## config.mk

```make
export PLATFORM = sky130hd
export DESIGN_NAME = and_reduce_serial
export DESIGN_NICKNAME = d
export VERILOG_FILES = /design/src/rtl/and_reduce_pkg.sv /design/src/rtl/and_reduce_serial.sv
export SDC_FILE = /design/constraint.sdc
export NUM_CORES = 1
export LEC_CHECK = 0
export CAP_MARGIN = 20
export CORE_MARGIN = 2
export CORE_UTILIZATION = 55
export CTS_BUF_LIST = sky130_fd_sc_hd__clkbuf_4 sky130_fd_sc_hd__clkbuf_8
export CTS_CLUSTER_DIAMETER = 80
export DETAILED_ROUTE_END_ITERATION = 7
export GPL_ROUTABILITY_DRIVEN = 0
export PLACE_DENSITY = 0.83
export SLEW_MARGIN = 20
export SYNTH_ARGS = -nofsm -noshare
export SYNTH_HDL_FRONTEND = slang
export SYNTH_SLANG_ARGS = --single-unit
```

## constraint.sdc

```tcl
create_clock -name clk -period 2.7 [get_ports clk]
set_input_delay 0.54 -clock clk [delete_from_list [all_inputs] [get_ports clk]]
set_output_delay 0.54 -clock clk [all_outputs]
set_load 0.01 [all_outputs]
```

## src/rtl/and_reduce_pkg.sv

```systemverilog
// Shared types and width helpers for the bit-serial AND-reduction engine.
package and_reduce_pkg;

  typedef enum logic [1:0] {
    StIdle  = 2'd0,
    StShift = 2'd1,
    StDone  = 2'd2
  } state_e;

  // Bit counter width: indexes bits 0..w-1.
  function automatic int unsigned cnt_width(input int unsigned w);
    return $clog2(w);
  endfunction

  // Zero-index width: must also represent w itself ("no zero bit").
  function automatic int unsigned idx_width(input int unsigned w);
    return $clog2(w + 1);
  endfunction

endpackage

```

## src/rtl/and_reduce_serial.sv

```systemverilog
// Bit-serial AND reduction of a W-bit word, LSB first, with lowest-zero index.
// Optional AND_REDUCE_EARLY_EXIT_EN: finish on the first zero bit instead of after W bits.
module and_reduce_serial
  import and_reduce_pkg::*;
#(
  parameter  int unsigned W     = 8,
  localparam int unsigned CNT_W = cnt_width(W),
  localparam int unsigned IDX_W = idx_width(W)
) (
  input  logic             clk,
  input  logic             reset_n,
  input  logic             start,
  input  logic [W-1:0]     din,
  output logic             ready,
  output logic             busy,
  output logic             done_tick,
  output logic             y,
  output logic [IDX_W-1:0] zero_idx
);

  state_e             state;
  logic [W-1:0]       sreg;
  logic               acc;
  logic [CNT_W-1:0]   cnt;
  logic               found;
  logic [IDX_W-1:0]   zidx;
  logic               bit0;
  logic               last;

  assign bit0 = sreg[0];

`ifdef AND_REDUCE_EARLY_EXIT_EN
  // Any zero decides the result, so the remaining bits need not be folded.
  assign last = (cnt == CNT_W'(W - 1)) || !bit0;
`else
  assign last = (cnt == CNT_W'(W - 1));
`endif

  assign ready = (state == StIdle);
  assign busy  = ~ready;

  always_ff @(posedge clk) begin
    if (!reset_n) begin
      state     <= StIdle;
      sreg      <= '0;
      acc       <= 1'b0;
      cnt       <= '0;
      found     <= 1'b0;
      zidx      <= '0;
      done_tick <= 1'b0;
      y         <= 1'b0;
      zero_idx  <= '0;
    end else begin
      done_tick <= 1'b0;
      unique case (state)
        StIdle: begin
          if (start) begin
            sreg  <= din;
            acc   <= 1'b1;
            cnt   <= '0;
            found <= 1'b0;
            state <= StShift;
          end
        end
        StShift: begin
          acc  <= acc & bit0;
          sreg <= sreg >> 1;
          cnt  <= cnt + CNT_W'(1);
          if (!bit0 && !found) begin
            zidx  <= IDX_W'(cnt);
            found <= 1'b1;
          end
          if (last) begin
            state     <= StDone;
            done_tick <= 1'b1;
            y         <= acc & bit0;
            // The current bit may itself be the first zero; fold it in here.
            zero_idx  <= found ? zidx : (bit0 ? IDX_W'(W) : IDX_W'(cnt));
          end
        end
        StDone: begin
          state <= StIdle;
        end
        default: begin
          state <= StIdle;
        end
      endcase
    end
  end

endmodule
```

==> results of run 1 <==
## report_power, final
| part | internal [mW] | switching [mW] |
|---|---|---|
| logic | 0.0480 | 0.0355 |
| registers | 0.370 | 0.0152 |
| clock network | 0.150 | 0.105 |
| total | 0.568 | 0.156 |
## per-layer routing
metal	part of all wire, %	up-vias	track usage (%)
met5	0	-	0
li1	-	405	-
met1	46	389	22.00
met2	50	16	30.09
met4	0	0	2.857
met3	3.9	0	3.086
## how the worst max path moves through the flow
| stage | from | to | slack, ns | depth (start not counted) |
|---|---|---|---|---|
| final | state[1] | busy | 0.51 | 3 |
| after global routing | state[1] | busy | 0.41 | 3 |
| after CTS | state[1] | busy | 0.51 | 3 |
| after detailed placement | reset_n | zero_idx[0] | 0.80 | 3 |
| after global placement | reset_n | zero_idx[0] | 0.87 | 3 |
| after floorplan | state[1] | busy | 1.38 | 3 |
## logic make-up (layout without fill, tap and decap cells)
logic type               after synthesis  count (layout)  synth area share, %
AO/OA/AOI/OAI                         27              27                18.62
AND/OR/NAND/NOR                       34              34                18.62
flip-flops                            24              24                44.14
multiplexers                          11              11                10.12
adder cells (fa/ha/maj)                2               2                2.298
buffers and inverters                 10              24                6.206
## layout by cell type (no fill, tap or decap), types with 2 or more instances in the layout
cell type        netlist  layout
a21boi_0               2       2
a21boi_1               2       2
a21oi_1                4       4
a22oi_1                2       2
and2_1                 2       2
clkbuf_4               0       3
clkdlybuf4s50_1        0      18
dfxtp_1               24      24
ha_1                   2       2
mux2i_1               11      11
nand2_1               10      10
nand3b_1               2       2
nor2_1                 4       4
nor2b_1                9       9
nor3b_1                2       2
o211a_1                7       7
o21ai_0                5       5
o21bai_1               2       2
## Yosys cell counts
master / instances / area share (%)
ha_1: 2 / 2.3
o21bai_1: 2 / 1.4
nand3_1: 1 / 0.46
nor2b_1: 9 / 5.2
buf_4: 2 / 1.4
a21oi_1: 4 / 1.8
buf_8: 1 / 1.4
dfxtp_1: 24 / 44
and2_1: 2 / 1.1
a221oi_1: 1 / 0.80
a21boi_0: 2 / 1.4
buf_2: 3 / 1.4
nor2_1: 4 / 1.4
nor3b_1: 2 / 1.4
o21ai_0: 5 / 2.3
clkbuf_1: 2 / 0.69
nor4b_4: 1 / 2.2
nand3b_1: 2 / 1.4
and3_1: 1 / 0.58
a32oi_1: 1 / 0.80
mux2i_1: 11 / 10
a21boi_1: 2 / 1.4
o211a_1: 7 / 6.4
buf_6: 1 / 1.0
nand2_1: 10 / 3.4
and3b_1: 1 / 0.80
inv_1: 1 / 0.34
a22oi_1: 2 / 1.4
or2b_1: 1 / 0.69
o21ba_2: 1 / 0.92
## critical path, cell delays in order (launching register included)
cell	delay (ns)
dfxtp_1	0.59
nor2_1	0.15
inv_1	0.07
clkdlybuf4s50_1	0.53
## area by class of cell
cell class	count	area, um^2
Multi-Input combinational cell	74	540.5
Tap cell	27	33.78
Inverter	1	3.754
Fill cell	156	623.1
Sequential cell	24	480.5
Clock buffer	3	22.52
Clock inverter	1	30.03
Timing Repair Buffer	19	187.7
## registers in the layout (all words and copies together) (netlist names)
name / flops
sreg: 8
zidx: 3
cnt: 3
y: 1
found: 1
acc: 1
state: 2
zero_idx: 4
done_tick: 1
## stage by stage
step,util [%],hold WS [ns],instance area [um^2]
2_1_floorplan,-,0.4562,1089
3_3_place_gp,64.84,0.4369,1246
3_5_place_dp,64.84,0.4485,1246
4_1_cts,67.58,0.4666,1299
5_1_grt,67.58,0.4777,1299
6_report,67.58,0.4604,1299
==> flow_metrics.env, run 1 <==
export IMPL_antenna_found_initial=0
export IMPL_cap_viol_max_count=0
export IMPL_worst_clock_skew_ns=0.002173
export IMPL_finalNetCount=136
export IMPL_grtUsageTotal_pct=16.98
export IMPL_rows=16
export IMPL_vias_per_cell=5.436
export IMPL_critical_path_peak_fanout=10
export IMPL_hold_buffers=0
export IMPL_vdd_ir_drop_worst_mv=0.4591
export IMPL_power_static_leakage_nw=0.5534
export IMPL_post_synth_instance_area_um2=1089
export IMPL_numPlacedInstances=145
export IMPL_worst_pin_slew_ns=0.6850
export IMPL_fin_total_pwr_mw=0.7233
export IMPL_required_ns=2.16
export IMPL_finish_cell_count_without_fillers=149
export IMPL_reg2reg_depth=5
export IMPL_status="completed"
export IMPL_final_min_period_over_clock_period_pct=81.08
export IMPL_portBuffers=18
export IMPL_worst_r2r_endpoint="zero_idx[0]"
export IMPL_drt_first_pass_iters=4
export IMPL_die_area_um2=2351
export IMPL_antenna_left=0
export IMPL_synthesis_yosys_warnings=0
export IMPL_grt_remaining_overflow=0
export IMPL_reg2reg_from="cnt[0]"
export IMPL_timing_critical_path_from_type="flip-flop"
export IMPL_post_drt_wl_per_cell_um=12.62
export IMPL_mappedNetlistNets=121
export IMPL_synthDistinctLibCells=30
export IMPL_preCtsSetupSlack_ns=0.7985
export IMPL_postLayoutSetupSlackWorst_ns=0.5109
export IMPL_drc=0
export IMPL_first_iter_violations=11
export IMPL_holdPathStages=2
export IMPL_coreArea_um2=1922
export IMPL_cell_area_power_density_nw_per_um2=556.9
export IMPL_antenna_cells_inserted=0
export IMPL_first_global_vias=746
export IMPL_cts_buffer_depth=2
export IMPL_dieWidth_um=48.49
export IMPL_timing_worst_setup_path_type="flip-flop to output pin"
export IMPL_hold_class="flip-flop to flip-flop"
export IMPL_setup_tns_ns=0
export IMPL_layout_drive_gt1_share_pct=5.738
export IMPL_rsz0062_at_grt="no"
export IMPL_top_level_ports=19
export IMPL_timing_hold_worst_endpoint="zero_idx[3]"
export IMPL_ys_seq_elements=24
export IMPL_setup_viol_count_final=0
export IMPL_grt_max_degree=25
export IMPL_insertion_delay_ns=0.30
export IMPL_cts_clk_pin_slew_worst_paths_ns=0.13
export IMPL_synthToLayoutAreaGrowth_pct=19.31
export IMPL_initial_core_util_pct=56.64
export IMPL_synth_cells=108
export IMPL_vias=810
export IMPL_timing_hold_violations_final=0
export IMPL_tritoncts_num_buffers=3
export IMPL_cts_resized=0
export IMPL_report_final_slew_viol_count=0
export IMPL_worstSetupEndpointType="output pin"
export IMPL_cts_htree_levels=1
export IMPL_die_boundary_height_um=48.49
export IMPL_synth_seq_area_share_pct=44.14
export IMPL_finalWirelength_um=1881
export IMPL_cts_root_buffer="clkbuf_4"
export IMPL_syn_mean_instance_area_um2=10.08
export IMPL_hold_path_startpoint="zero_idx[3]"
export IMPL_post_cts_repair_setup_buffers=0
export IMPL_post_route_min_period_ns=2.189
export IMPL_cp_data_arrival_time_ns=1.65
export IMPL_grt_pass1_wl_um=3243
export IMPL_tritoncts_num_sinks=24
export IMPL_clock_fmax_mhz=456.8
export IMPL_timing_reg2reg_setup_slack_ns=1.22
export IMPL_relative_max_transition_margin_pct=54.19
export IMPL_cts_tree="built"
export IMPL_dpl_hpwl_um=1343
(Power assumes the default switching activity.)
==> run 2: changes to the inputs <==
--- a/config.mk
+++ b/config.mk
@@ -6,13 +6,14 @@
 export NUM_CORES = 1
 export LEC_CHECK = 0
 export CAP_MARGIN = 20
+export CORE_ASPECT_RATIO = 0.6
 export CORE_MARGIN = 2
-export CORE_UTILIZATION = 55
+export CORE_UTILIZATION = 48
 export CTS_BUF_LIST = sky130_fd_sc_hd__clkbuf_4 sky130_fd_sc_hd__clkbuf_8
 export CTS_CLUSTER_DIAMETER = 80
 export DETAILED_ROUTE_END_ITERATION = 7
 export GPL_ROUTABILITY_DRIVEN = 0
-export PLACE_DENSITY = 0.83
+export PLACE_DENSITY = 0.77
 export SLEW_MARGIN = 20
 export SYNTH_ARGS = -nofsm -noshare
 export SYNTH_HDL_FRONTEND = slang
==> constraint.sdc (replaced) <==
create_clock -name clk -period 1.96 [get_ports clk]
set_input_delay 0.392 -clock clk [delete_from_list [all_inputs] [get_ports clk]]
set_output_delay 0.392 -clock clk [all_outputs]
set_load 0.01 [all_outputs]
==> run 2 against run 1 <==
Net effect:
- sequential power is 37% higher
- critical path depth down 1
- via count up 1.9%
- critical endpoint is now ready
- highest routed layer is now met4
- largest power group unchanged
- largest cell class unchanged
- final area grew 1.6%
- routed wire length rose by 5.5%
- flip-flop and latch count stayed put
- clock power is 29% higher
==> flow_metrics.env, run 2 (same netlist as run 1, synthesis figures left out) <==
export IMPL_power_static_leakage_nw=0.5645
export IMPL_rsz0062_at_grt="no"
export IMPL_wl_met1_um=1017
export IMPL_reg2reg_from="cnt[1]"
export IMPL_relative_max_transition_margin_pct=76.25
export IMPL_timing_critical_path_slowest_stage_cell="clkdlybuf4s50_1"
export IMPL_cell_area_power_density_nw_per_um2=739.3
export IMPL_setup_tns_ns=0
export IMPL_critical_path_peak_fanout=3
export IMPL_crit_cells=2
export IMPL_final_min_period_over_clock_period_pct=89.80
export IMPL_first_global_vias=649
export IMPL_setup_viol_count_final=0
export IMPL_clock_fmax_mhz=568.2
export IMPL_grtUsageTotal_pct=16.15
export IMPL_finalNetCount=138
export IMPL_maximum_cell_stage_delay_along_the_critical_path_ns=0.58
export IMPL_die_area_um2=2677
export IMPL_rows=13
export IMPL_preCtsSetupSlack_ns=0.3693
export IMPL_postLayoutSetupSlackWorst_ns=0.1999
export IMPL_top_regs="sreg: 8 flops, zero_idx: 4 flops"
export IMPL_hold_buffers=0
export IMPL_routed_wl_met2_um=848
export IMPL_tritoncts_num_buffers=3
export IMPL_worstSetupEndpointType="output pin"
export IMPL_synthToLayoutAreaGrowth_pct=21.26
export IMPL_timing_reg2reg_setup_slack_ns=0.51
export IMPL_worstPathBufferInverterCount=1
export IMPL_worst_pin_slew_ns=0.3558
export IMPL_die_boundary_height_um=40.89
export IMPL_cts_clk_pin_slew_worst_paths_ns=0.08
export IMPL_dpl_hpwl_um=1401
export IMPL_grt_max_degree=25
export IMPL_timing_critical_path_from_type="flip-flop"
export IMPL_top_level_ports=19
export IMPL_drc=0
export IMPL_grt_remaining_overflow=0
export IMPL_worst_r2r_endpoint="zero_idx[0]"
export IMPL_cts_tree="built"
export IMPL_worst_path_dominant_cell_family="buffers and inverters"
export IMPL_antenna_cells_inserted=0
export IMPL_cap_viol_max_count=0
export IMPL_hold_class="flip-flop to flip-flop"
export IMPL_grt_pass1_wl_um=3056
export IMPL_coreArea_um2=2163
export IMPL_cts_htree_levels=1
export IMPL_report_final_slew_viol_count=0
export IMPL_cp_data_arrival_time_ns=1.37
export IMPL_final_common_cell="dfxtp_1"
export IMPL_route_met3_wl_um=98
export IMPL_worst_setup_path_startpoint="state[1]"
export IMPL_setup_worst_path_end="ready"
export IMPL_worst_clock_skew_ns=0.002588
export IMPL_insertion_delay_ns=0.26
export IMPL_drt_first_pass_iters=4
export IMPL_tritoncts_num_sinks=24
export IMPL_antenna_found_initial=0
export IMPL_first_iter_violations=45
export IMPL_top_layer="met4"
export IMPL_required_ns=1.57
export IMPL_most_used_cells_in_the_layout_excluding_fill_and_tap_cells="24 x dfxtp_1, 18 x clkdlybuf4s50_1, 11 x mux2i_1, 10 x nand2_1, 9 x nor2b_1"
export IMPL_antenna_left=0
export IMPL_cts_buffer_depth=2
export IMPL_layout_drive_gt1_share_pct=7.258
export IMPL_initial_core_util_pct=50.32
export IMPL_cts_resized=0
export IMPL_vias_per_cell=5.357
export IMPL_top_register="sreg"
export IMPL_portBuffers=18
export IMPL_cts_root_buffer="clkbuf_8"
export IMPL_reg2reg_depth=5
export IMPL_timing_hold_violations_final=0
export IMPL_largest_reg_flops=8
export IMPL_finalWirelength_um=1984
export IMPL_status="completed"
export IMPL_post_drt_wl_per_cell_um=12.88
export IMPL_dieWidth_um=65.48
export IMPL_post_cts_repair_setup_buffers=0
export IMPL_vdd_ir_drop_worst_mv=0.7097
export IMPL_n_fill_cell=175
export IMPL_timing_worst_setup_path_type="flip-flop to output pin"
export IMPL_timing_critical_path_cells="nor2_1, clkdlybuf4s50_1"
export IMPL_post_route_min_period_ns=1.760
export IMPL_vias=825
[run 2: cell count changes in the layout (fill, tap and decap cells not counted), sizes merged]
cell	change
buf	+2
clkbuf	+1
bufinv	-1
[run 2: worst reg2reg max path, delay by kind of cell (launching register included)]
kind            cells  cell delay, ns
flops               1            0.40
fa+ha+maj           2            0.34
compound gates      2            0.29
simple gates        1            0.35
[run 2: worst min path at each step]
stage / from / to / slack, ns / cells past startpoint
after floorplan: acc / y / 0.46 / 2
after global placement: zero_idx[3] / zero_idx[3] / 0.44 / 2
after detailed placement: zero_idx[3] / zero_idx[3] / 0.45 / 2
after CTS: zero_idx[3] / zero_idx[3] / 0.46 / 2
after global routing: zero_idx[3] / zero_idx[3] / 0.50 / 2
final: zero_idx[3] / zero_idx[3] / 0.45 / 2
[run 2: power breakdown]
part | switching (mW) | internal [mW]
Clock | 0.150 | 0.179
Sequential | 0.0205 | 0.509
Combinational | 0.0502 | 0.0673
[run 2: routing by layer]
metal	global-route usage (%)	vias up
met5	0	-
met1	22.09	390
met4	6.250	0
met3	4.945	2
li1	-	415
met2	24.23	18
[run 2: metrics by stage]
step	power, mW	hold slack (ns)	cell area [um^2]	std cells	utilization (%)
after global placement	0.6530	0.4372	1265	150	58.47
final	0.9758	0.4498	1320	154	61.02
after detailed placement	0.6578	0.4458	1265	150	58.47
after floorplan	0.6198	0.4562	1089	108	-
after global routing	1.015	0.5027	1320	154	61.02
after CTS	0.9813	0.4552	1320	154	61.02
[run 2: cell type report]
type	instances	area, um^2	area share (%)
well taps	30	37.54	2.844
flip-flops and latches	24	480.5	36.40
repair buffers	21	202.7	15.36
inverters	1	3.754	0.2844
clock buffers	4	55.05	4.171
multi-input cells	74	540.5	40.95
